===== src/rtl/tile_light_list_fetcher.sv =====
// Tile light-list fetcher: reads one tile's light mask from the binner's mask RAM
// and serialises its set bits into light IDs, lowest ID first.
// Optional build macro TILE_FETCH_CLEAR_ON_READ_EN adds a write port that zeroes
// the tile's mask in the cycle it is captured, ready for the next frame.
module tile_light_list_fetcher #(
  parameter int SCREEN_W   = 1920,
  parameter int SCREEN_H   = 1080,
  parameter int TILE_W     = 16,
  parameter int TILE_H     = 16,
  parameter int MAX_LIGHTS = 32,
  parameter int NTX        = (SCREEN_W + TILE_W - 1) / TILE_W,
  parameter int NTY        = (SCREEN_H + TILE_H - 1) / TILE_H,
  parameter int ADDR_W     = $clog2(NTX * NTY),
  parameter int LID_W      = $clog2(MAX_LIGHTS)
) (
  input  logic                  clk,
  input  logic                  rst_n,
  input  logic                  req_valid,
  output logic                  req_ready,
  input  logic [7:0]            req_tx,
  input  logic [7:0]            req_ty,
  output logic                  mem_rd_en,
  output logic [ADDR_W-1:0]     mem_rd_addr,
  input  logic [MAX_LIGHTS-1:0] mem_rd_data,
  output logic                  out_valid,
  input  logic                  out_ready,
  output logic [LID_W-1:0]      out_light_id,
  output logic                  out_last,
  output logic                  out_empty,
  output logic                  busy
`ifdef TILE_FETCH_CLEAR_ON_READ_EN
  ,
  output logic                  mem_wr_en,
  output logic [ADDR_W-1:0]     mem_wr_addr,
  output logic [MAX_LIGHTS-1:0] mem_wr_data
`endif
);

  typedef enum logic [1:0] {S_IDLE, S_RD, S_CAP, S_EMIT} state_t;

  localparam logic [31:0] NTX_U = 32'(NTX);
  localparam logic [31:0] NTY_U = 32'(NTY);

  state_t                r_state;
  logic [7:0]            r_tx;
  logic [7:0]            r_ty;
  logic [MAX_LIGHTS-1:0] r_pending;
  logic                  r_out_valid;
  logic [LID_W-1:0]      r_id;
  logic                  r_last;
  logic                  r_empty;

  logic                  w_in_range;
  logic [MAX_LIGHTS-1:0] w_next_pending;

  // Index of the lowest set bit; zero for an empty mask.
  function automatic logic [LID_W-1:0] lowest_idx(input logic [MAX_LIGHTS-1:0] m);
    logic [LID_W-1:0] idx;
    idx = '0;
    for (int i = MAX_LIGHTS - 1; i >= 0; i--) begin
      if (m[i]) idx = LID_W'(i);
    end
    return idx;
  endfunction

  // True when exactly one bit of the mask is set.
  function automatic logic is_single(input logic [MAX_LIGHTS-1:0] m);
    return (m != '0) && ((m & (m - MAX_LIGHTS'(1))) == '0);
  endfunction

  assign w_in_range     = ({24'd0, req_tx} < NTX_U) && ({24'd0, req_ty} < NTY_U);
  // Clearing the lowest set bit retires the ID currently presented.
  assign w_next_pending = r_pending & (r_pending - MAX_LIGHTS'(1));

  assign req_ready    = (r_state == S_IDLE);
  assign busy         = (r_state != S_IDLE);
  assign mem_rd_en    = (r_state == S_RD);
  // Full-width row-major address, truncated to the RAM address width.
  assign mem_rd_addr  = ADDR_W'(32'(r_ty) * NTX_U + 32'(r_tx));
  assign out_valid    = r_out_valid;
  assign out_light_id = r_id;
  assign out_last     = r_last;
  assign out_empty    = r_empty;

`ifdef TILE_FETCH_CLEAR_ON_READ_EN
  // RAM is read-before-write, so zeroing in the capture cycle cannot corrupt the captured mask.
  assign mem_wr_en   = (r_state == S_CAP);
  assign mem_wr_addr = mem_rd_addr;
  assign mem_wr_data = '0;
`endif

  // Request/read/capture/emit sequencer with registered beat outputs.
  always_ff @(posedge clk) begin
    if (!rst_n) begin
      r_state     <= S_IDLE;
      r_tx        <= '0;
      r_ty        <= '0;
      r_pending   <= '0;
      r_out_valid <= 1'b0;
      r_id        <= '0;
      r_last      <= 1'b0;
      r_empty     <= 1'b0;
    end else begin
      case (r_state)
        S_IDLE: begin
          if (req_valid) begin
            r_tx <= req_tx;
            r_ty <= req_ty;
            if (w_in_range) begin
              r_state <= S_RD;
            end else begin
              // Off-screen tile: answer with a single empty beat, no RAM access.
              r_state     <= S_EMIT;
              r_pending   <= '0;
              r_out_valid <= 1'b1;
              r_id        <= '0;
              r_last      <= 1'b1;
              r_empty     <= 1'b1;
            end
          end
        end
        S_RD: begin
          r_state <= S_CAP;
        end
        S_CAP: begin
          r_state     <= S_EMIT;
          r_pending   <= mem_rd_data;
          r_out_valid <= 1'b1;
          r_id        <= lowest_idx(mem_rd_data);
          r_last      <= (mem_rd_data == '0) || is_single(mem_rd_data);
          r_empty     <= (mem_rd_data == '0);
        end
        S_EMIT: begin
          if (out_ready) begin
            if (r_last) begin
              r_state     <= S_IDLE;
              r_pending   <= '0;
              r_out_valid <= 1'b0;
              r_id        <= '0;
              r_last      <= 1'b0;
              r_empty     <= 1'b0;
            end else begin
              r_pending <= w_next_pending;
              r_id      <= lowest_idx(w_next_pending);
              r_last    <= is_single(w_next_pending);
            end
          end
        end
        default: begin
          r_state <= S_IDLE;
        end
      endcase
    end
  end

endmodule


===== config.mk =====
export PLATFORM = sky130hd
export DESIGN_NAME = tile_light_list_fetcher
export DESIGN_NICKNAME = d
export VERILOG_FILES = /design/src/rtl/tile_light_list_fetcher.sv
export SDC_FILE = /design/constraint.sdc
export NUM_CORES = 1
export LEC_CHECK = 0
export CORE_MARGIN = 3
export CORE_UTILIZATION = 35
export CTS_CLUSTER_SIZE = 25
export DETAILED_ROUTE_END_ITERATION = 6
export GPL_ROUTABILITY_DRIVEN = 0
export SLEW_MARGIN = 20
export SYNTH_ARGS = -nofsm -noshare
export SYNTH_HDL_FRONTEND = slang
export SYNTH_SLANG_ARGS = --single-unit

===== constraint.sdc =====
create_clock -name clk -period 4.75 [get_ports clk]
set_input_delay 1.1875 -clock clk [delete_from_list [all_inputs] [get_ports clk]]
set_output_delay 1.1875 -clock clk [all_outputs]
set_load 0.05 [all_outputs]

==> Word-level counts from Yosys, hierarchy flattened <==
Index checks and enable logic that the tools add are counted.
{ "totals": {"latch_bits": 0, "elab_cells": 129, "ram_bits": 0, "romBits": 0, "input_bits": 52, "mem_count": 0, "reg_bits": 58} }
{ "classes": {"n_mul": 1, "shift": 0, "n_addsub": 4, "muxes": 88, "reduce_logical": 16, "bitwise_logic": 3, "eq_ne": 7, "div_mod_pow": 0, "n_lt_le_gt_ge": 2} }
{ "ops": {"columns": ["op", "count"], "rows": [
  ["$mux 5", 68],
  ["$mux 32", 4],
  ["$and 32x32->32", 3],
  ["$logic_not 32->1", 3],
  ["$pmux 32 s3", 1],
  ["$sub 32x1->32 const B", 3],
  ["$reduce_bool 32->1", 2],
  ["$lt 8x7->1 const B", 2],
  ["$pmux 5 s3", 1],
  ["$add 13x8->13", 1],
  ["$mul 8x4->10 const B", 1],
  ["$pmux 1 s3", 3],
  ["$mux 2", 4],
  ["$ne 2x2->1 const B", 4],
  ["$pmux 2 s4", 1],
  ["$mux 1", 6],
  ["$reduce_and 5->1", 1],
  ["$eq 2x2->1 const B", 2],
  ["$reduce_and 4->1", 1],
  ["$logic_and 1x1->1", 3],
  ["$reduce_and 3->1", 1],
  ["$reduce_bool 3->1", 1],
  ["$eq 2x1->1 const B", 1],
  ["$logic_not 2->1", 1],
  ["3 further kinds", 3]
]} }

==> Logic depth before layout (Yosys ltp) <==
{ "depth": {"depth_word": 37, "mapped_depth": 13, "depth_no_buf": 13} }

==> Worst setup path before layout <==
No wires, ideal clock.
{ "synth_path": {"kind": "register to output", "start": "register r_ty[0]", "end": "output mem_rd_addr[12]", "path_buffers": 0, "slack_ns": -0.231, "arrival_time_ns": 3.794, "path_stages_with_launch": 14, "required_ns": 3.563, "path_cell_list": "dfxtp_1 > fa_1 > inv_1 > fa_1 > fa_1 > inv_1 > ha_1 > inv_1 > o21bai_1 > a21oi_1 > nor2_1 > nand3_1 > xnor2_1 > xnor2_1"} }
{ "synth_via": {"elab_chain_cells": 2} }
{ "synth_rtl": {"columns": ["element", "line_no", "source"], "rows": [
  ["start, declared", "46", "logic [7:0] r_ty;"],
  ["start signal, assigned", "108", "r_ty <= req_ty;"],
  ["$mul 8x4->10", "79", "assign mem_rd_addr = ADDR_W'(32'(r_ty) * NTX_U + 32'(r_tx));"],
  ["$add 13x8->13", "79", null],
  ["end, declared", "23", "output logic [ADDR_W-1:0] mem_rd_addr,"]
]} }
No other way between the ends.

==> Worst setup path after layout <==
{ "layout_path": {"start": "register r_ty[2]", "end": "output mem_rd_addr[12]"} }
Same word-level chain as after synthesis.

==> impl_metrics.py <==
metrics = {
    "outcome": {
        "outcome": "finished with violations",
        "violations": "setup timing",
    },
    "global_routing": {
        "grt_pass1_wl_mm": 32.0,
        "grt_pass1_vias": 5780,
        "met2_usage_pct": 34.6,
        "grt_most_used_layer": "met2",
        "grt_max_degree": 35,
        "antenna_found_initial": 0,
        "track_usage_pct": 22.3,
        "overflow": 0,
        "gr-usage-met1_pct": 32.0,
        "grt_util_met3_pct": 4.12,
    },
    "floorplanning": {
        "die_area_mm2": 0.0178,
        "ios": 76,
        "coreArea_mm2": 0.0159,
        "die_h_um": 134,
        "start_util_pct": 35.9,
        "rows": 46,
        "dieWidth_um": 134,
    },
    "clocking": {
        "path_clk_slew_ps": 50,
        "max-clock-path-buffers": 2,
        "clk_latency_ps": 340,
        "cts_tree": "yes",
        "clock-sinks": 58,
        "ctsRootBufferMaster": "clkbuf_16",
        "htree_levels": 3,
        "hold_buffers": 0,
        "cts_buffers": 9,
    },
    "detailed_routing": {
        "drcViolationCount": 0,
        "antenna_left": 0,
        "vias": 6415,
        "dr.pass1.iters": 5,
        "routed_wl_mm": 20.3,
        "drt-vias-per-instance": 5.99,
        "routedWlPerCell_um": 18.9,
        "drt_first_iter_violations": 738,
    },
    "setup_path": {
        "cp_max_fo": 2,
        "arrival_ps": 3660,
        "end_kind": "primary output",
        "cp.required_ps": 3560,
        "critPathLaunchType": "flip-flop",
        "critPathKind": "flip-flop to primary output",
    },
    "sta": {
        "skew_ps": 3.65,
        "min_period_ps": 4850,
        "drv_slew": 0,
        "tns_ps": -98.9,
        "finalCritPeriodShare_pct": 102,
        "whs_ps": 456,
        "slew-limit-headroom_pct": 38.6,
        "worstMarginPinSlew_ps": 909,
        "setup_viol": 1,
        "setup_ws_ps": -98.9,
        "fmax_ghz": 0.206,
        "hold_viol": 0,
        "rsz0062_at_grt": "true",
    },
    "synth": {
        "ys.warnings.count": 0,
        "synthFlopType": "dfxtp_1",
        "syn_avg_cell_area_um2": 7.14,
        "ys_types": 78,
        "netlist_area_mm2": 0.00570,
        "synth-async-reset-ratio_pct": 0,
        "synth_edf_count": 0,
        "syn_nets": 883,
        "ys_ff_latch": 58,
        "synthCells": 798,
        "synth.yosys.seq_area_share_pct": 20.4,
    },
    "cells_and_area": {
        "layout-drive-gt1-share_pct": 11.1,
        "instances_no_fill": 1071,
        "final_area_mm2": 0.00715,
        "nets": 935,
        "synthToLayoutAreaGrowth_pct": 25.5,
        "diodes": 0,
        "final_util_pct": 45.0,
    },
    "placed_design": {
        "io_buffers": 75,
        "post_dp_cell_area_mm2": 0.00668,
        "hpwl_mm": 15.0,
        "preCtsSetupSlack_ps": 47.6,
        "dp.cells": 1049,
    },
    "run": {
        "maxCapViolCount": 0,
    },
    "power": {
        "irDropWorstVdd_mv": 0.708,
        "leakagePower_nw": 2.75,
        "p_per_area_mw_per_mm2": 686,
        "total_power_mw": 4.90,
    },
    "worst_hold_path": {
        "hp-class": "flip-flop to flip-flop",
    },
}
[cell usage after synthesis (16+ instances only)]
master | number | area, um^2
nand2_1 | 89 | 334
nor2_1 | 83 | 312
a21oi_1 | 74 | 370
o21ai_0 | 61 | 305
dfxtp_1 | 58 | 1160
clkbuf_1 | 42 | 158
inv_1 | 37 | 139
nor3_1 | 22 | 110
a22oi_1 | 20 | 150
nand3_1 | 20 | 100
ha_1 | 19 | 238
nand4_1 | 16 | 100
[worst paths after layout]
path,start,endpoint,slack [ps],depth (start not counted)
setup / recovery,r_ty[2],mem_rd_addr[12],-100,14
hold reg to reg,r_tx[0],r_tx[0],460,2
setup reg to reg,r_pending[17],out_last,950,9
hold / removal,r_tx[0],r_tx[0],460,2
[critical path, stage by stage (launching register included)]
cell and delay (ps):
dfxtp_2 330, fa_1 580, inv_2 50, fa_2 450
fa_1 510, inv_2 50, ha_4 270, inv_2 30
o21bai_1 190, a21oi_2 120, nor2_2 150, nand3_2 100
xnor2_2 150, xnor2_2 190, buf_12 160
[flip-flops by register name, indices dropped and copies added, names as in the netlist]
| name | flops |
|---|---|
| r_tx | 8 |
| out_valid | 1 |
| r_state | 2 |
| out_light_id | 5 |
| out_empty | 1 |
| out_last | 1 |
| r_ty | 8 |
| r_pending | 32 |
[routing by layer]
| layer | vias up | wire length, um |
|---|---|---|
| met5 | - | 0 |
| met4 | 0 | 354 |
| met3 | 28 | 1690 |
| met2 | 289 | 9190 |
| met1 | 3046 | 9060 |
| li1 | 3052 | - |
[placed cells by master (no fill, tap or decap), types with 8 or more instances in the layout]
master,instances
o211ai_1,9
nand3_1,18
nand4_1,16
o22ai_1,8
nor3_1,22
nand2_1,89
a21oi_1,70
ha_1,17
clkdlybuf4s50_1,68
a31oi_1,11
clkbuf_16,9
a22oi_1,20
fa_1,13
buf_4,25
a21o_1,8
nor2_1,82
or3_1,12
dfxtp_1,57
o21ai_0,61
nor4_1,13
xnor2_1,9
inv_1,33
[cells by family (layout without fill, tap and decap cells)]
kind of cell / after synthesis / in the layout / share of synthesized area [%]
simple gates: 311 / 311 / 27.8
xor+xnor: 17 / 17 / 2.61
mux: 5 / 5 / 0.923
flops: 58 / 58 / 20.4
compound gates: 268 / 268 / 30.5
fa+ha+maj: 42 / 42 / 10.7
buf+inv: 97 / 154 / 7.01
[what timing repair did]
item                       in CTS  in global routing
pin swaps                      13                  9
buffers inserted                5                  1
gates cloned                    0                  0
gates resized for setup        12                 11
setup endpoints to repair       4                  4
[report_power, final]
group / internal [mW] / switching, mW
logic: 1.31 / 2.08
clock network: 0.464 / 0.236
registers: 0.601 / 0.203
total: 2.38 / 2.52
[final cells by class]
cell class	instances	area [um^2]
clock buffers	15	288
clock inverters	1	30.0
fillers	1629	8740
inverters	38	143
multi-input cells	643	4260
flip-flops and latches	58	1160
well taps	216	270
repair buffers	100	1000
(Power assumes the default switching activity.)
